==> src/rtl/bit_pattern_generator.sv <==
// Serial bit-pattern generator: accepts a pattern word over valid/ready
// and shifts it out MSB-first with programmable length, repeats and gap.
module bit_pattern_generator #(
  parameter int   WIDTH      = 8,
  parameter int   REP_W      = 4,
  parameter int   GAP        = 2,
  parameter logic IDLE_LEVEL = 1'b0
) (
  input  logic                       clk,
  input  logic                       rst_n,
  input  logic                       pat_valid,
  output logic                       pat_ready,
  input  logic [WIDTH-1:0]           pattern,
  input  logic [$clog2(WIDTH+1)-1:0] len,
  input  logic [REP_W-1:0]           reps,
  input  logic                       abort,
  output logic                       out,
  output logic                       out_valid,
  output logic                       busy,
  output logic                       done,
  output logic [2:0]                 state
);

  localparam int LW = $clog2(WIDTH+1);
  localparam int IW = (WIDTH > 1) ? $clog2(WIDTH) : 1;
  localparam int GW = (GAP > 1) ? $clog2(GAP) : 1;
  localparam logic [GW-1:0] GAP_LD = GW'((GAP > 0) ? GAP - 1 : 0);

  typedef enum logic [2:0] {
    S_IDLE  = 3'd0,
    S_SHIFT = 3'd1,
    S_GAP   = 3'd2,
    S_DONE  = 3'd3
  } state_t;

  state_t           r_state, w_state;
  logic [WIDTH-1:0] r_pat, w_pat;
  logic [IW-1:0]    r_lenm1, w_lenm1;
  logic [IW-1:0]    r_bit, w_bit;
  logic [REP_W-1:0] r_rep, w_rep;
  logic [GW-1:0]    r_gap, w_gap;

  logic [LW-1:0]    w_len_eff;
  logic [IW-1:0]    w_idx_ld;

  // len of 0 or above WIDTH both mean a full-width pattern
  always_comb begin
    w_len_eff = len;
    if (len == '0 || len > LW'(WIDTH))
      w_len_eff = LW'(WIDTH);
    w_idx_ld = IW'(w_len_eff - LW'(1));
  end

  always_comb begin
    w_state = r_state;
    w_pat   = r_pat;
    w_lenm1 = r_lenm1;
    w_bit   = r_bit;
    w_rep   = r_rep;
    w_gap   = r_gap;
    case (r_state)
      S_IDLE: begin
        if (pat_valid && !abort) begin
          w_pat   = pattern;
          w_lenm1 = w_idx_ld;
          w_bit   = w_idx_ld;
          w_rep   = reps;
          w_state = S_SHIFT;
        end
      end
      S_SHIFT: begin
        if (abort) begin
          w_state = S_IDLE;
        end else if (r_bit == '0) begin
          if (r_rep == '0) begin
            w_state = S_DONE;
          end else begin
            w_rep   = r_rep - 1'b1;
            w_bit   = r_lenm1;
            w_gap   = GAP_LD;
            w_state = (GAP > 0) ? S_GAP : S_SHIFT;
          end
        end else begin
          w_bit = r_bit - 1'b1;
        end
      end
      S_GAP: begin
        if (abort)
          w_state = S_IDLE;
        else if (r_gap == '0)
          w_state = S_SHIFT;
        else
          w_gap = r_gap - 1'b1;
      end
      S_DONE:  w_state = S_IDLE;
      default: w_state = S_IDLE;
    endcase
  end

  always_ff @(posedge clk or negedge rst_n) begin
    if (!rst_n) begin
      r_state <= S_IDLE;
      r_pat   <= '0;
      r_lenm1 <= '0;
      r_bit   <= '0;
      r_rep   <= '0;
      r_gap   <= '0;
    end else begin
      r_state <= w_state;
      r_pat   <= w_pat;
      r_lenm1 <= w_lenm1;
      r_bit   <= w_bit;
      r_rep   <= w_rep;
      r_gap   <= w_gap;
    end
  end

  assign pat_ready = (r_state == S_IDLE);
  assign busy      = (r_state != S_IDLE);
  assign done      = (r_state == S_DONE);
  assign out_valid = (r_state == S_SHIFT);
  assign out       = out_valid ? r_pat[r_bit] : IDLE_LEVEL;
  assign state     = r_state;

endmodule

==> config.mk <==
export PLATFORM = sky130hd
export DESIGN_NAME = bit_pattern_generator
export DESIGN_NICKNAME = d
export VERILOG_FILES = /design/src/rtl/bit_pattern_generator.sv
export SDC_FILE = /design/constraint.sdc
export NUM_CORES = 1
export LEC_CHECK = 0
export CAP_MARGIN = 5
export CORE_MARGIN = 3
export CORE_UTILIZATION = 53
export CTS_CLUSTER_DIAMETER = 30
export DETAILED_ROUTE_END_ITERATION = 10
export GPL_TIMING_DRIVEN = 0
export PLACE_DENSITY = 0.91
export SYNTH_ARGS = -nofsm -noshare
export SYNTH_HDL_FRONTEND = slang
export SYNTH_SLANG_ARGS = --single-unit
==> constraint.sdc <==
create_clock -name clk -period 4.5 [get_ports clk]
set_input_delay 0.9 -clock clk [delete_from_list [all_inputs] [get_ports clk]]
set_output_delay 0.9 -clock clk [all_outputs]
set_load 0.1 [all_outputs]
==> results.yml, run 1 <==
final_layout:
  fin_nets: 178
  layout-area-overhead-vs-synth_pct: 25.73
  drive_gt1_share_pct: 11.18
  antenna_cells: 0
  layout.core_utilization_pct: 74.76
worst_setup_path:
  worstPathMaxFanout: 10
  reg2reg_from: "r_bit[0]$_DFFE_PN0P_"
  cp_required_ns: 3.60
  regToRegSetupSlack_ns: 2.57
  startpoint_type: "flop"
  critical_path_class: "flop to output pin"
  arrival_ns: 2.61
  endpoint_kind: "output pin"
  reg2regPathDepth: 6
  rr_endpoint: "r_bit[1]$_DFFE_PN0P_"
  critical_path.startpoint: "state[1]$_DFFE_PN0P_"
status:
  result_of_the_run: "finished clean"
worst_hold_path:
  hold_path.startpoint: "r_pat[3]$_DFFE_PN0P_"
  worstHoldPathCells: 1
  hold-path-endpoint: "r_pat[3]$_DFFE_PN0P_"
  hold_path_class: "flop to flop"
routing:
  avgViaCountPerCell: 6.145
  avgRoutedWirePerCell_um: 16.31
  drt_wl_total_um: 2920
  number_of_iterations_in_the_first_detailed_routing_pass: 4
  postRouteAntennaNets: 0
  remaining_drc_errors: 0
  vias: 1100
  drt-initial-drc-count: 34
synthesis:
  synth_top_area_cell: "dfrtp_1"
  synth_area_leaders: "dfrtp_1 (42%), mux2_1 (5.4%), ha_1 (5.0%), mux4_2 (3.6%), nor2_1 (3.6%)"
  synth_cell_types: 42
  synth.ff_latch_count: 21
  netlist_top_cells_count: "dfrtp_1 (21), nor2_1 (12), a21oi_1 (8), inv_1 (7), nand2b_1 (7)"
  synth.most_common_cell: "dfrtp_1"
  syn-num-nets: 147
  total_standard_cell_area_after_synthesis_um2: 1250
  synth.top_cell.area_share_pct: 42.04
  synth-edff-count: 0
  post_synth.cell_area_avg_um2: 10.25
  postSynth.asyncResetShare_pct: 100.0
  synthesis.instances: 122
  seq_area_frac_synth_pct: 42.04
  ys_warn_count: 0
  dominantRegCellSynth: "dfrtp_1"
clock_tree:
  cts.clk_slew.worst_paths_ns: 0.13
  cts_made_buffers: 3
  htree_num_levels: 1
  cts_buffer_depth: 2
  tritoncts: "yes"
  post_cts_resize_count: 0
  post_cts_buffers: 0
  clkSinkCount: 21
  clock_tree.root_cell: "clkbuf_4"
  holdBufCountCts: 0
  clock_insertion_delay_worst_skew_ns: 0.30
floorplanning:
  placementRows: 16
  fp.dieH_um: 54.57
  initial_core_util_pct: 59.46
  core-area_um2: 2102
  floorplan.io_pins: 28
  fp.dieArea_um2: 2977
  dieWidth_um: 54.57
placed_design:
  portBuffers: 26
  gpl.final_weighted_congestion: 0.7993
  placed_wire_length_estimate_um: 2273
power:
  power_w: 0.0005901
  power.static_leakage_nw: 0.6552
  cellPowerDensity_nw_per_um2: 375.5
  irDropWorstVdd_mv: 0.3352
timing:
  unrepaired_setup_endpoints_after_global_routing: "false"
  timing.max_slew.rel_slack_pct: 34.56
  clock_skew_ns: 0.003991
  timing.fmax_mhz: 284.6
  timing_worst_slew_pin_value_ns: 0.9786
  totalNegativeSetupSlack_ns: 0
  setup_viol: 0
  timing_hold_violations_final: 0
  drv_slew: 0
  hold_slack_ns: 0.5048
  period_needed_ns: 3.514
  finalCritPeriodShare_pct: 78.09
global_route:
  grt.total_usage_pct: 22.55
  first_global_vias: 1069
  grt_first_pass_wirelength_um: 4836
  grt_remaining_overflow: 0
  largest_net_degree_at_the_start_of_global_routing: 22
  grt_antenna_before_repair: 0
job:
  cap_viol_max_count: 0
[registers in the layout, summed over array words and instances, names as in the netlist]
signal / flops
r_rep: 4
state: 2
r_gap: 1
r_lenm1: 3
r_pat: 8
r_bit: 3
[critical path, stage by stage (launching register included)]
cell	delay, ns
dfrtp_1	0.42
buf_6	0.15
nand2b_1	0.14
buf_2	0.20
inv_2	0.10
buf_4	0.17
clkdlybuf4s50_1	1.14
[metrics by stage]
stage                     std cells  area (um2)  setup WS [ns]
final                           179        1572         0.9861
after global routing            179        1572         0.9056
after CTS                       179        1572         0.9964
after detailed placement        175        1544          1.343
after global placement          175        1544          1.380
after floorplan                 122        1250         0.3638
[cells by family after synthesis]
family / after synthesis / synth area share, %
other: 1 / 0.3000
AOI/OAI and AO/OA: 33 / 17.02
buffers and inverters: 13 / 5.505
DFF: 21 / 42.04
adders and majority gates: 5 / 5.005
and+or+nand+nor: 37 / 17.82
muxes: 11 / 11.61
xor gates and xnor gates: 1 / 0.7008
[final cells by class]
type	instances	area [um2]
Clock buffer	3	22.52
Buffer	5	38.79
Inverter	8	30.03
Clock inverter	1	5.005
Timing Repair Buffer	26	260.3
Multi-Input combinational cell	88	655.6
Fill cell	145	530.5
Tap cell	27	33.78
Sequential cell	21	525.5
[layout by cell type (no fill, tap or decap), types with 2 or more instances in the layout]
cell type	count
clkdlybuf4s50_1	26
dfrtp_1	21
nor2_1	12
a21oi_1	8
nand2b_1	7
inv_1	7
mux2_1	6
o21ai_0	5
ha_1	5
a31oi_1	4
buf_4	3
nor2b_1	3
nand2_1	3
a211oi_1	3
nor3_1	3
clkbuf_4	3
mux4_2	2
o21ai_1	2
o22ai_1	2
mux2_2	2
[where the power goes]
| part | switching (W) | leakage [nW] | internal, W |
|---|---|---|---|
| logic | 0.000130 | 0.396 | 0.0000986 |
| registers | 0.0000399 | 0.241 | 0.000228 |
| clock network | 0.0000608 | 0.0177 | 0.0000331 |
| total | 0.000230 | 0.655 | 0.000360 |
[how the worst max path moves through the flow]
stage	endpoint	slack (ns)	depth (start not counted)
6_report	out_valid	0.99	6
5_1_grt	out_valid	0.91	6
4_1_cts	out_valid	1.0	6
3_5_place_dp	out_valid	1.34	6
3_3_place_gp	out_valid	1.38	6
2_1_floorplan	busy	0.36	3
[metal layers]
metal / GRT usage (%) / up-vias / part of all wire, %
met4: 6.639 / 0 / 2.2
met1: 28.47 / 533 / 43
met3: 3.815 / 10 / 5.1
li1: - / 507 / -
met2: 39.24 / 50 / 50
met5: 0 / - / 0
Power figures use the tool's default switching activity.
==> run 2: changes to the inputs <==
--- a/config.mk
+++ b/config.mk
@@ -7,11 +7,11 @@
 export LEC_CHECK = 0
 export CAP_MARGIN = 5
 export CORE_MARGIN = 3
-export CORE_UTILIZATION = 53
+export CORE_UTILIZATION = 49
 export CTS_CLUSTER_DIAMETER = 30
 export DETAILED_ROUTE_END_ITERATION = 10
 export GPL_TIMING_DRIVEN = 0
-export PLACE_DENSITY = 0.91
+export PLACE_DENSITY = 0.86
 export SYNTH_ARGS = -nofsm -noshare
 export SYNTH_HDL_FRONTEND = slang
 export SYNTH_SLANG_ARGS = --single-unit
==> constraint.sdc (replaced) <==
create_clock -name clk -period 3.4 [get_ports clk]
set_input_delay 0.68 -clock clk [delete_from_list [all_inputs] [get_ports clk]]
set_output_delay 0.68 -clock clk [all_outputs]
set_load 0.1 [all_outputs]
==> run 2 against run 1 <==
Effect of this change:
- critical path depth is the same
- largest cell class unchanged
- non-clock buffer count did not move
- total power grew 32%
- clock-buffer cell count unchanged
- design area rose by 0.24%
- worst hold slack got worse by 0.0088 ns
- flip-flop and latch count unchanged
- register-to-register slack lost 1.1 ns
- critical endpoint unchanged
==> results.yml, run 2 (same netlist as run 1, synthesis figures left out) <==
timing:
  timing.fmax_mhz: 304.2
  unrepaired_setup_endpoints_after_global_routing: "false"
  drv_slew: 0
  finalCritPeriodShare_pct: 96.69
  timing_hold_violations_final: 0
  timing_worst_slew_pin_value_ns: 0.9710
  setup_viol: 0
  timing.max_slew.rel_slack_pct: 35.06
  period_needed_ns: 3.288
  clock_skew_ns: 0.007425
  totalNegativeSetupSlack_ns: 0
job:
  cap_viol_max_count: 0
worst_setup_path:
  reg2reg_from: "r_bit[0]$_DFFE_PN0P_"
  crit_path_top_delay_cell: "clkdlybuf4s50_1"
  reg2regPathDepth: 6
  critical_path.n_buffers_inverters: 5
  regToRegSetupSlack_ns: 1.51
  arrival_ns: 2.61
  timing.critical_path.depth: 6
  critical_path.startpoint: "state[1]$_DFFE_PN0P_"
  critical_path.endpoint: "out_valid"
  critPathTopFamily: "buffers and inverters"
  critical_path_class: "flop to output pin"
  worstPathMaxFanout: 10
  startpoint_type: "flop"
  endpoint_kind: "output pin"
  cp_cell_sequence: "buf_6, nand2b_1, buf_2, inv_2, buf_4, clkdlybuf4s50_1"
  cp_required_ns: 2.72
  rr_endpoint: "r_bit[0]$_DFFE_PN0P_"
  timing.critical_path.slowest_cell_delay_ns: 1.15
routing:
  number_of_iterations_in_the_first_detailed_routing_pass: 5
  drt_wl_total_um: 2956
  postRouteAntennaNets: 0
  remaining_drc_errors: 0
  avgViaCountPerCell: 6.067
  avgRoutedWirePerCell_um: 16.42
  vias: 1092
  drt-initial-drc-count: 31
global_route:
  largest_net_degree_at_the_start_of_global_routing: 22
  grt_antenna_before_repair: 0
  grt_first_pass_wirelength_um: 4919
  grt_remaining_overflow: 0
  first_global_vias: 1075
  grt.total_usage_pct: 19.58
floorplanning:
  fp.dieH_um: 56.51
  core-area_um2: 2318
  floorplan.io_pins: 28
  dieWidth_um: 56.51
  fp.dieArea_um2: 3193
  initial_core_util_pct: 53.91
  placementRows: 17
clock_tree:
  post_cts_buffers: 0
  htree_num_levels: 1
  clkSinkCount: 21
  tritoncts: "yes"
  cts.clk_slew.worst_paths_ns: 0.12
  cts_buffer_depth: 2
  holdBufCountCts: 0
  cts_made_buffers: 3
  clock_tree.root_cell: "clkbuf_4"
  post_cts_resize_count: 0
  clock_insertion_delay_worst_skew_ns: 0.31
final_layout:
  fin_nets: 178
  layout.core_utilization_pct: 67.94
  registers.top_by_ff_count: "r_pat"
  layout.cells.most_common: "clkdlybuf4s50_1"
  fillers: 198
  antenna_cells: 0
  largest_reg_flops: 8
  reg.largest.list: "r_pat (8), r_rep (4)"
  highest_count_cells_in_the_layout_ignoring_fill_and_taps: "clkdlybuf4s50_1 (26), dfrtp_1 (21), nor2_1 (11), a21oi_1 (8)"
  layout-area-overhead-vs-synth_pct: 26.03
  drive_gt1_share_pct: 11.84
placed_design:
  portBuffers: 26
  gpl.final_weighted_congestion: 0.8054
  placed_wire_length_estimate_um: 2269
status:
  result_of_the_run: "finished clean"
power:
  cellPowerDensity_nw_per_um2: 495.2
  irDropWorstVdd_mv: 0.3369
  power.static_leakage_nw: 0.6558
worst_hold_path:
  hold_path_class: "flop to flop"
  hold_path.startpoint: "r_pat[3]$_DFFE_PN0P_"
-- run 2: cell counts in the layout (fill, tap and decap cells not counted) --
No cell type changed its count.
-- run 2: area by class of cell --
type | count | area [um2] | area share, %
multi-input cells | 88 | 658.1 | 41.78
flip-flops and latches | 21 | 525.5 | 33.36
repair buffers | 26 | 260.3 | 16.52
plain buffers | 5 | 38.79 | 2.462
well taps | 28 | 35.03 | 2.224
inverters | 8 | 30.03 | 1.906
clock buffers | 3 | 22.52 | 1.430
clock inverters | 1 | 5.005 | 0.3177
-- run 2: through the flow --
step	total power (W)	hold slack [ns]	std cells	setup WS (ns)	instance area, um2
after floorplan	0.0005651	0.3844	122	0.08913	1252
after global placement	0.0006404	0.4628	176	0.4991	1548
after detailed placement	0.0006583	0.4751	176	0.4787	1548
after CTS	0.0007799	0.5026	180	0.1139	1575
after global routing	0.0008249	0.5411	180	0.03884	1575
final	0.0007801	0.4960	180	0.1125	1575
-- run 2: routing by layer --
layer,vias to the layer above,part of all wire [%],global-route usage [%],wire [um]
li1,505,-,-,-
met1,538,41,23.41,1222
met2,45,52,34.82,1536
met3,4,5.8,3.908,171
met4,0,0.91,6.102,27
met5,-,0,0,0
-- run 2: worst min-delay path by stage --
stage / cells past startpoint / end
2_1_floorplan: 0 / r_bit[0]$_DFFE_PN0P_
3_3_place_gp: 1 / r_pat[0]$_DFFE_PN0P_
3_5_place_dp: 1 / r_pat[3]$_DFFE_PN0P_
4_1_cts: 1 / r_pat[3]$_DFFE_PN0P_
5_1_grt: 1 / r_pat[6]$_DFFE_PN0P_
6_report: 1 / r_pat[3]$_DFFE_PN0P_
-- run 2: power breakdown --
| part | internal, W | switching, W | total [W] |
|---|---|---|---|
| clock network | 0.0000440 | 0.0000809 | 0.000125 |
| registers | 0.000302 | 0.0000533 | 0.000355 |
| logic | 0.000130 | 0.000170 | 0.000300 |
==> run 3: changes to the inputs <==
--- a/config.mk
+++ b/config.mk
@@ -12,6 +12,7 @@
 export DETAILED_ROUTE_END_ITERATION = 10
 export GPL_TIMING_DRIVEN = 0
 export PLACE_DENSITY = 0.86
+export SETUP_SLACK_MARGIN = 0.05
 export SYNTH_ARGS = -nofsm -noshare
 export SYNTH_HDL_FRONTEND = slang
 export SYNTH_SLANG_ARGS = --single-unit
==> run 3 against run 2 <==
Effect of this change:
- design area increased by 0.16%
- non-clock buffer count unchanged
- utilization increased by 0.11 points
- critical path type unchanged
- largest cell class unchanged
- highest routed layer unchanged
==> results.yml, run 3 (same netlist as run 1, synthesis figures left out) <==
clock_tree:
  cts_buffer_depth: 2
  clkSinkCount: 21
  cts_made_buffers: 3
  clock_insertion_delay_worst_skew_ns: 0.31
  tritoncts: "yes"
  holdBufCountCts: 0
  htree_num_levels: 1
  clock_tree.root_cell: "clkbuf_4"
  cts.clk_slew.worst_paths_ns: 0.13
power:
  share_seq_of_total_power_pct: 45.5
  internal_power_w: 0.0004758
  sw_frac_of_total_pct: 39.02
  power.static_leakage_nw: 0.6696
  power_frac_clock_pct: 16.0
  cellPowerDensity_nw_per_um2: 494.5
  irDropWorstVdd_mv: 0.3375
  power.switching_w: 0.0003044
  combinationalPowerShare_pct: 38.5
global_route:
  grt.total_usage_pct: 19.58
  first_global_vias: 1075
  grtUsageMet3_pct: 3.908
  grtUsageMet2_pct: 34.82
  grt_antenna_before_repair: 0
  grt_first_pass_wirelength_um: 4919
  met1_usage_pct: 23.41
  largest_net_degree_at_the_start_of_global_routing: 22
  layer_with_the_highest_usage: "met2"
  grt_remaining_overflow: 0
timing:
  timing.max_slew.rel_slack_pct: 35.06
  unrepaired_setup_endpoints_after_global_routing: "false"
  drv_slew: 0
  setup_viol: 0
  period_needed_ns: 3.204
  totalNegativeSetupSlack_ns: 0
  timing_worst_slew_pin_value_ns: 0.9710
  clock_skew_ns: 0.006881
  timing.fmax_mhz: 312.1
  timing_hold_violations_final: 0
  finalCritPeriodShare_pct: 94.23
floorplanning:
  core-area_um2: 2318
  placementRows: 17
  fp.dieArea_um2: 3193
  dieWidth_um: 56.51
  initial_core_util_pct: 53.91
  fp.dieH_um: 56.51
  floorplan.io_pins: 28
placed_design:
  portBuffers: 26
  gpl.final_weighted_congestion: 0.8054
  placed_wire_length_estimate_um: 2269
routing:
  number_of_iterations_in_the_first_detailed_routing_pass: 5
  remaining_drc_errors: 0
  drt-initial-drc-count: 31
  avgViaCountPerCell: 6.067
  drt_wl_total_um: 2958
  postRouteAntennaNets: 0
  avgRoutedWirePerCell_um: 16.43
  vias: 1092
worst_setup_path:
  timing.critical_path.slowest_cell_delay_ns: 0.97
  arrival_ns: 2.52
  worstPathMaxFanout: 5
  cp_required_ns: 2.72
  startpoint_type: "flop"
  critical_path_class: "flop to output pin"
  crit_path_top_delay_cell: "clkdlybuf4s50_1"
  endpoint_kind: "output pin"
  cp_cell_sequence: "mux4_2, mux2i_1, nor2_1, clkdlybuf4s50_1"
final_layout:
  registers.top_by_ff_count: "r_pat"
  layout.core_utilization_pct: 68.05
  highest_count_cells_in_the_layout_ignoring_fill_and_taps: "clkdlybuf4s50_1 (25), dfrtp_1 (21), nor2_1 (11), a21oi_1 (8)"
  antenna_cells: 0
  drive_gt1_share_pct: 11.84
  reg.largest.list: "r_pat (8), r_rep (4)"
  largest_reg_flops: 8
  layout-area-overhead-vs-synth_pct: 26.23
  layout.cells.most_common: "clkdlybuf4s50_1"
  fin_nets: 178
status:
  result_of_the_run: "finished clean"
worst_hold_path:
  hold_path_class: "flop to flop"
job:
  cap_viol_max_count: 0
[run 3: cell count changes in the layout (fill, tap and decap cells not counted), sizes merged]
cell           delta
dlymetal6s2s      +1
clkdlybuf4s50     -1
[run 3: worst max-delay path, delay by kind of cell (launching register included)]
kind | cells | cell delay, ns
buf+inv | 1 | 0.97
flops | 1 | 0.49
mux | 2 | 0.69
simple gates | 1 | 0.06
[run 3: final timing paths]
path | end | slack [ns] | from | cells past startpoint
hold reg to reg | r_pat[3]$_DFFE_PN0P_ | 0.50 | r_pat[3]$_DFFE_PN0P_ | 1
max in group asynchronous | r_lenm1[1]$_DFFE_PN0P_ | 1.95 | rst_n | 1
hold / removal | r_pat[3]$_DFFE_PN0P_ | 0.50 | r_pat[3]$_DFFE_PN0P_ | 1
setup reg to reg | r_bit[0]$_DFFE_PN0P_ | 1.51 | r_bit[0]$_DFFE_PN0P_ | 6
setup / recovery | out | 0.20 | r_bit[0]$_DFFE_PN0P_ | 4
min in group asynchronous | r_rep[2]$_DFFE_PN0P_ | 0.88 | rst_n | 1
[run 3: layout make-up]
cell class	count	area, um2
buffer	5	38.79
clock buffer	3	22.52
clock inverter	1	5.005
fill	199	740.7
inverter	8	30.03
multi-input combinational	88	658.1
sequential	21	525.5
tap	28	35.03
timing repair buffer	26	262.8
[run 3: repair_timing]
item,in CTS,in global routing
setup endpoints to repair,0,1
setup buffers,0,0
gates resized for setup,0,1
[run 3: through the flow]
step           cells  area [um2]  hold slack, ns  setup slack, ns  power [W]
5_1_grt          180        1578          0.5411          0.08351  0.0008249
2_1_floorplan    122        1252          0.3844          0.08913  0.0005651
3_3_place_gp     176        1548          0.4628           0.4991  0.0006404
3_5_place_dp     176        1548          0.4751           0.4787  0.0006583
4_1_cts          180        1575          0.5026           0.1139  0.0007799
6_report         180        1578          0.4961           0.1962  0.0007802
[run 3: power by group through the flow]
stage | logic (W) | registers (W) | clock network, W
after detailed placement | 0.000300 | 0.000358 | 0
final | 0.000300 | 0.000355 | 0.000125
after global routing | 0.000326 | 0.000362 | 0.000137
after floorplan | 0.000214 | 0.000351 | 0
after global placement | 0.000287 | 0.000353 | 0
after CTS | 0.000300 | 0.000353 | 0.000126
[run 3: metal layers]
| layer | wire length, um | vias to the layer above | part of all wire (%) |
|---|---|---|---|
| li1 | - | 504 | - |
| met1 | 1225 | 537 | 41 |
| met2 | 1536 | 47 | 52 |
| met3 | 168 | 4 | 5.7 |
| met4 | 27 | 0 | 0.91 |
| met5 | 0 | - | 0 |
